`src/rtl/imem_boot_loader_pkg.sv`:
```
// rtl/imem_boot_loader_pkg.sv - shared constants, loader state encoding and fetch decode helper
package imem_boot_loader_pkg;

    localparam int IMEM_DEPTH = 4096;
    localparam int IMEM_AW    = 12;
    localparam int INSTR_BITS = 32;
    localparam int DATA_BITS  = 32;

    typedef enum logic [1:0] {
        LD_IDLE = 2'd0,
        LD_HDR  = 2'd1,
        LD_BODY = 2'd2,
        LD_RUN  = 2'd3
    } ld_state_t;

    // A fetch faults when it is not word aligned or falls beyond the imem window.
    function automatic logic fetch_fault_of(input logic [DATA_BITS-1:0] addr, input int aw);
        return (addr[1:0] != 2'b00) || ((addr >> (aw + 2)) != '0);
    endfunction

endpackage

```
`src/rtl/imem_boot_loader_if.sv`:
```
// rtl/imem_boot_loader_if.sv - byte stream, imem write port and fetch read port of the boot loader
interface imem_boot_loader_if
    import imem_boot_loader_pkg::*;
#(
    parameter int AW = IMEM_AW
);
    logic                  byte_valid;
    logic [7:0]            byte_data;
    logic                  byte_ready;
    logic                  mem_we;
    logic [AW-1:0]         mem_waddr;
    logic [INSTR_BITS-1:0] mem_wdata;
    logic [DATA_BITS-1:0]  fetch_addr;
    logic [AW-1:0]         mem_raddr;
    logic                  fetch_fault;

    modport master (
        output byte_valid, byte_data, fetch_addr,
        input  byte_ready, mem_we, mem_waddr, mem_wdata, mem_raddr, fetch_fault
    );

    modport slave (
        input  byte_valid, byte_data, fetch_addr,
        output byte_ready, mem_we, mem_waddr, mem_wdata, mem_raddr, fetch_fault
    );
endinterface

```
`src/rtl/imem_boot_loader_byte_packer.sv`:
```
// rtl/imem_boot_loader_byte_packer.sv - packs little-endian bytes into 32-bit words
module imem_boot_loader_byte_packer (
    input  logic        clk,
    input  logic        rst,
    input  logic        clear,
    input  logic        byte_valid,
    input  logic        byte_ready,
    input  logic [7:0]  byte_data,
    output logic [31:0] word,
    output logic        word_valid
);
    logic [1:0] idx;
    logic [7:0] b0, b1, b2;
    logic       xfer;

    assign xfer = byte_valid && byte_ready;

    // The top byte is taken straight from the bus so the word is complete in the cycle
    // of its fourth transfer; the consumer registers it if it needs it later.
    assign word_valid = xfer && (idx == 2'd3);
    assign word       = {byte_data, b2, b1, b0};

    always_ff @(posedge clk) begin
        if (rst || clear) begin
            idx <= 2'd0;
            b0  <= 8'h00;
            b1  <= 8'h00;
            b2  <= 8'h00;
        end else if (xfer) begin
            case (idx)
                2'd0:    b0 <= byte_data;
                2'd1:    b1 <= byte_data;
                2'd2:    b2 <= byte_data;
                default: ;
            endcase
            idx <= idx + 2'd1;
        end
    end

endmodule

```
`src/rtl/imem_boot_loader.sv`:
```
// rtl/imem_boot_loader.sv - boot sequencer: loads imem from a byte stream, then releases fetch
module imem_boot_loader
    import imem_boot_loader_pkg::*;
#(
    parameter int DEPTH = IMEM_DEPTH,
    parameter int AW    = IMEM_AW
) (
    input  logic                clk,
    input  logic                rst,
    imem_boot_loader_if.slave   bus,
    input  logic                load_start,
    output logic                cpu_stall,
    output logic                load_done,
    output logic                load_err,
    output logic [AW:0]         word_count
);
    localparam logic [31:0] DEPTH_W = 32'(DEPTH);

    ld_state_t             state, state_nxt;
    logic [AW:0]           n_words;
    logic                  wr_pend;
    logic [INSTR_BITS-1:0] wr_data;
    logic [31:0]           pk_word;
    logic                  pk_valid;
    logic                  accept_start;
    logic                  hdr_too_big;
    logic                  hdr_err;

    imem_boot_loader_byte_packer u_packer (
        .clk        (clk),
        .rst        (rst),
        .clear      (accept_start),
        .byte_valid (bus.byte_valid),
        .byte_ready (bus.byte_ready),
        .byte_data  (bus.byte_data),
        .word       (pk_word),
        .word_valid (pk_valid)
    );

    assign hdr_too_big = pk_word > DEPTH_W;
    assign hdr_err     = (state == LD_HDR) && pk_valid && hdr_too_big;

    assign bus.mem_we    = wr_pend && (state == LD_BODY);
    assign bus.mem_waddr = word_count[AW-1:0];
    assign bus.mem_wdata = wr_data;

    assign bus.mem_raddr   = bus.fetch_addr[AW+1:2];
    assign bus.fetch_fault = fetch_fault_of(bus.fetch_addr, AW);

    assign cpu_stall = (state != LD_RUN);

    always_comb begin
        state_nxt      = state;
        bus.byte_ready = 1'b0;
        accept_start   = 1'b0;
        case (state)
            LD_IDLE: begin
                if (load_start) begin
                    state_nxt    = LD_HDR;
                    accept_start = 1'b1;
                end
            end
            LD_HDR: begin
                bus.byte_ready = 1'b1;
                if (pk_valid) begin
                    if (pk_word == '0)    state_nxt = LD_RUN;
                    else if (hdr_too_big) state_nxt = LD_IDLE;
                    else                  state_nxt = LD_BODY;
                end
            end
            LD_BODY: begin
                bus.byte_ready = 1'b1;
                if (bus.mem_we && ((word_count + 1'b1) == n_words)) state_nxt = LD_RUN;
            end
            LD_RUN: begin
                if (load_start) begin
                    state_nxt    = LD_HDR;
                    accept_start = 1'b1;
                end
            end
            default: state_nxt = LD_IDLE;
        endcase
    end

    always_ff @(posedge clk) begin
        if (rst) begin
            state      <= LD_IDLE;
            n_words    <= '0;
            word_count <= '0;
            load_err   <= 1'b0;
            load_done  <= 1'b0;
            wr_pend    <= 1'b0;
            wr_data    <= '0;
        end else begin
            state     <= state_nxt;
            load_done <= (state_nxt == LD_RUN) && (state != LD_RUN);
            // The write lands one cycle after the fourth byte, leaving the packer free
            // to take the first byte of the next word in the write cycle.
            wr_pend   <= (state == LD_BODY) && pk_valid;
            if ((state == LD_BODY) && pk_valid) wr_data <= pk_word;
            if ((state == LD_HDR) && pk_valid) n_words <= pk_word[AW:0];
            if (accept_start) begin
                load_err   <= 1'b0;
                word_count <= '0;
            end else if (hdr_err) begin
                load_err <= 1'b1;
            end else if (bus.mem_we) begin
                word_count <= word_count + 1'b1;
            end
        end
    end

endmodule

```
`src/flat_wrapper.sv`:
```
// flat-port wrapper written by rule: the top's interface ports become plain ports
module imem_boot_loader_flat import imem_boot_loader_pkg::*;
#(
    parameter int DEPTH = IMEM_DEPTH,
    parameter int AW    = IMEM_AW
)
  (clk, rst, load_start, cpu_stall, load_done, load_err, word_count, bus_byte_valid, bus_byte_data, bus_fetch_addr, bus_byte_ready, bus_mem_we, bus_mem_waddr, bus_mem_wdata, bus_mem_raddr, bus_fetch_fault);
  imem_boot_loader_if #(.AW(AW)) bus_i ();
  input  logic clk;
  input  logic rst;
  input  logic load_start;
  output logic cpu_stall;
  output logic load_done;
  output logic load_err;
  output logic [AW:0] word_count;
  input wire logic [$bits(bus_i.byte_valid)-1:0] bus_byte_valid;
  input wire logic [$bits(bus_i.byte_data)-1:0] bus_byte_data;
  input wire logic [$bits(bus_i.fetch_addr)-1:0] bus_fetch_addr;
  output wire logic [$bits(bus_i.byte_ready)-1:0] bus_byte_ready;
  output wire logic [$bits(bus_i.mem_we)-1:0] bus_mem_we;
  output wire logic [$bits(bus_i.mem_waddr)-1:0] bus_mem_waddr;
  output wire logic [$bits(bus_i.mem_wdata)-1:0] bus_mem_wdata;
  output wire logic [$bits(bus_i.mem_raddr)-1:0] bus_mem_raddr;
  output wire logic [$bits(bus_i.fetch_fault)-1:0] bus_fetch_fault;
  assign bus_i.byte_valid = bus_byte_valid;
  assign bus_i.byte_data = bus_byte_data;
  assign bus_i.fetch_addr = bus_fetch_addr;
  assign bus_byte_ready = bus_i.byte_ready;
  assign bus_mem_we = bus_i.mem_we;
  assign bus_mem_waddr = bus_i.mem_waddr;
  assign bus_mem_wdata = bus_i.mem_wdata;
  assign bus_mem_raddr = bus_i.mem_raddr;
  assign bus_fetch_fault = bus_i.fetch_fault;
  imem_boot_loader #(.DEPTH(DEPTH), .AW(AW)) u_core (.clk(clk), .rst(rst), .bus(bus_i), .load_start(load_start), .cpu_stall(cpu_stall), .load_done(load_done), .load_err(load_err), .word_count(word_count));
endmodule
```
`config.mk`:
```
export PLATFORM = sky130hd
export DESIGN_NAME = imem_boot_loader_flat
export DESIGN_NICKNAME = d
export VERILOG_FILES = /design/src/rtl/imem_boot_loader_pkg.sv /design/src/rtl/imem_boot_loader_if.sv /design/src/rtl/imem_boot_loader_byte_packer.sv /design/src/rtl/imem_boot_loader.sv /design/src/flat_wrapper.sv
export SDC_FILE = /design/constraint.sdc
export NUM_CORES = 1
export LEC_CHECK = 0
export ABC_CLOCK_PERIOD_IN_PS = 4700
export CAP_MARGIN = 5
export CORE_ASPECT_RATIO = 0.8
export CORE_UTILIZATION = 45
export DETAILED_ROUTE_END_ITERATION = 12
export PLACE_DENSITY = 0.75
export SETUP_SLACK_MARGIN = 0.2
export SLEW_MARGIN = 20
export SYNTH_ARGS = -nofsm -noshare
export SYNTH_HDL_FRONTEND = slang
export SYNTH_HIERARCHICAL = 1
export SYNTH_SLANG_ARGS = --single-unit
export TNS_END_PERCENT = 5
```
`constraint.sdc`:
```
create_clock -name clk -period 4.7 [get_ports clk]
set_input_delay 0.705 -clock clk [delete_from_list [all_inputs] [get_ports clk]]
set_output_delay 0.705 -clock clk [all_outputs]
set_load 0.02 [all_outputs]
```
==> impl_metrics.yaml <==
clock_network:
  cts.reportedPaths.clkPinSlew_ns: 0.06
  cts-resized-gates: 0
  htree_levels: 3
  clock-sinks: 89
  post_cts_buffers: 0
  cts-root-buf: "clkbuf_16"
  numCtsBuffers: 9
  cts_buffer_depth: 2
  clk-insertion-delay-late_ns: 0.34
  cts_hold_buf: 0
  cts_tree: "built"
finish:
  area_growth_pct: 21.9
  num_antenna_cells: 0
  drive_gt1_frac: 0.0619
  fin_nets: 615
  postLayoutCellArea_um2: 5460
sta:
  setup-tns-final_ns: 0
  fmax_mhz: 328
  period_needed_ns: 3.05
  setup_viol: 0
  grt_setup_unrepaired: "false"
  hold_viol: 0
  tightest_slew_ns: 1.00
  fin_crit_sh: 0.649
  maxSlewViolCount: 0
  fin_worst_skew_ns: 0.00651
  relSlewSlack: 0.333
yosys:
  synth.avg_cell_area_um2: 8.55
  synth-seq-area-share: 0.398
  synth_nets: 577
  synth_cell_types: 50
  synth-seq-cells: 89
  synth_top_area_share: 0.398
  synth-async-reset-ratio: 0
  syn_area_um2: 4480
  netlist_instances: 524
  synth-main-ff-cell: "dfxtp_1"
  synth_edf_count: 0
  yosys.area.top_type: "dfxtp_1"
  ys_warn_count: 6
  synth_area_leaders: "dfxtp_1, nand2_1, buf_4, a21oi_1, mux2i_1"
die:
  core_um2: 9650
  start_util: 0.464
  die_x_um: 114
  rows: 32
  io_pins: 119
  die_area_um2: 10400
  die_y_um: 91.2
place:
  port_buffers: 94
  gp_congestion: 0.801
  dp_hpwl_um: 7540
  placed_cell_area_um2: 5180
global_routing:
  antenna_found_initial: 0
  grt.overflow.total: 0
  grt_pass1_vias: 3498
  grt_pass1_wl_um: 17600
  grt_use_total: 0.215
  grt_max_degree: 55
critical_path:
  reg2regPathDepth: 9
  critical_path_required_ns: 4.92
  cp-start-kind: "register"
  rr_startpoint: "u_core/state[0]"
  startpoint: "u_core/state[0]"
  cp_max_fo: 14
  criticalPathCategory: "reg -> reg"
  worstPathArrival_ns: 3.26
  end_kind: "register"
route:
  drtIter0Drc: 231
  drc_errors: 0
  finalWirelength_um: 10800
  ant_nets: 0
  num_vias: 3721
  routed_via_density: 5.31
  dr.pass1.iters: 5
  routedWlPerCell_um: 15.4
pwr:
  leakage_nw: 1.90
  powerDensity_nw_per_um2: 341
  peakVddDrop_uv: 197
min_path:
  hp-class: "reg -> reg"
  worstHoldPathCells: 2
  min_from: "u_core/bus.mem_wdata[20]"
run:
  maxCapViolCount: 0
outcome:
  status: "complete, no violations"
[area by class of cell]
type                       count  area (um2)
fill                         848        4190
multi-input combinational    358        2250
sequential                    89        1780
timing repair buffer          95         943
clock buffer                  11         233
tap                          136         170
clock inverter                 3        43.8
inverter                       9        33.8
[per-stage QoR]
stage                     total power [mW]  hold slack (ns)  utilization  cells  setup slack, ns
after detailed placement              1.18            0.447        0.537    687             1.51
final                                 1.86            0.451        0.566    701             1.65
after global routing                  1.94            0.466        0.566    701             1.37
after global placement                1.17            0.444        0.537    687             1.62
after floorplan                       1.10            0.434            -    524             2.34
after CTS                             1.86            0.456        0.565    701             1.73
[cells in the mapped netlist, types with 2 or more instances]
master    number
nand2_1      100
dfxtp_1       89
a21oi_1       51
buf_4         35
mux2i_1       24
nor2_1        24
or3b_1        24
clkbuf_1      20
xor2_1        17
nand3_1       13
nand4_1       13
nor4_1        12
xnor2_1       11
ha_1           9
inv_1          9
and3_1         8
buf_2          8
or3b_4         5
and2_1         4
nor2b_1        3
nor3_1         3
o211ai_1       3
or3b_2         3
a21bo_2        2
and4_1         2
buf_1          2
buf_6          2
nand3_2        2
nand3b_1       2
o21ai_0        2
o31ai_1        2
or2_2          2
[path summary, 6_finish.rpt]
check	endpoint	slack [ns]
worst max-delay path	u_core/word_count[3]	1.65
worst min-delay path	u_core/bus.mem_wdata[20]	0.45
worst max register to register	u_core/word_count[3]	1.65
worst min register to register	u_core/bus.mem_wdata[20]	0.45
[kinds of logic (layout without fill, tap and decap cells)]
logic type / after synthesis / in the layout / synth area share
AO/OA/AOI/OAI: 71 / 71 / 0.100
XOR/XNOR: 28 / 28 / 0.0548
adder cells (fa/ha/maj): 9 / 9 / 0.0251
buffers and inverters: 77 / 118 / 0.0997
flip-flops: 89 / 89 / 0.398
multiplexers: 24 / 24 / 0.0536
AND/OR/NAND/NOR: 226 / 226 / 0.269
[power by group]
part,switching [mW],internal [mW]
Sequential,0.0336,0.781
Clock,0.285,0.406
Combinational,0.212,0.143
[state kept, by name, indices dropped and copies added, names as in the netlist, 2 cells and up]
signal,flops
u_core/bus.mem_wdata,32
u_core/n_words,13
u_core/state,2
u_core/u_packer/b0,8
u_core/u_packer/b1,8
u_core/u_packer/b2,8
u_core/u_packer/idx,2
u_core/word_count,13
[cell usage in the layout, fill, tap and decap left out, drive strengths merged, types with 3 or more instances in the layout]
master,instances
nand2,100
clkdlybuf4s50,93
dfxtp,89
a21oi,51
or3b,32
nor2,24
mux2i,24
xor2,17
nand3,15
nand4,13
nor4,12
xnor2,11
clkbuf,11
inv,9
ha,9
and3,8
and2,5
nor2b,3
o211ai,3
nor3,3
o31ai,3
[metal layers]
metal  global-route usage  part of all wire  vias up
li1                     -                 -     1833
met1                0.305              0.49     1760
met2                0.302              0.43      119
met3               0.0708             0.071        9
met4               0.0735            0.0086        0
met5                    0                 0        -
[critical path, stage by stage, from the launching register on]
cell     delay (ns)
dfxtp_1        0.43
inv_1          0.09
ha_1           0.33
inv_1          0.29
and3_1         0.37
and2_0         0.65
o31ai_4        0.34
nand3_1        0.20
xor2_1         0.17
nor2_1         0.06
Power figures use the tool's default switching activity.
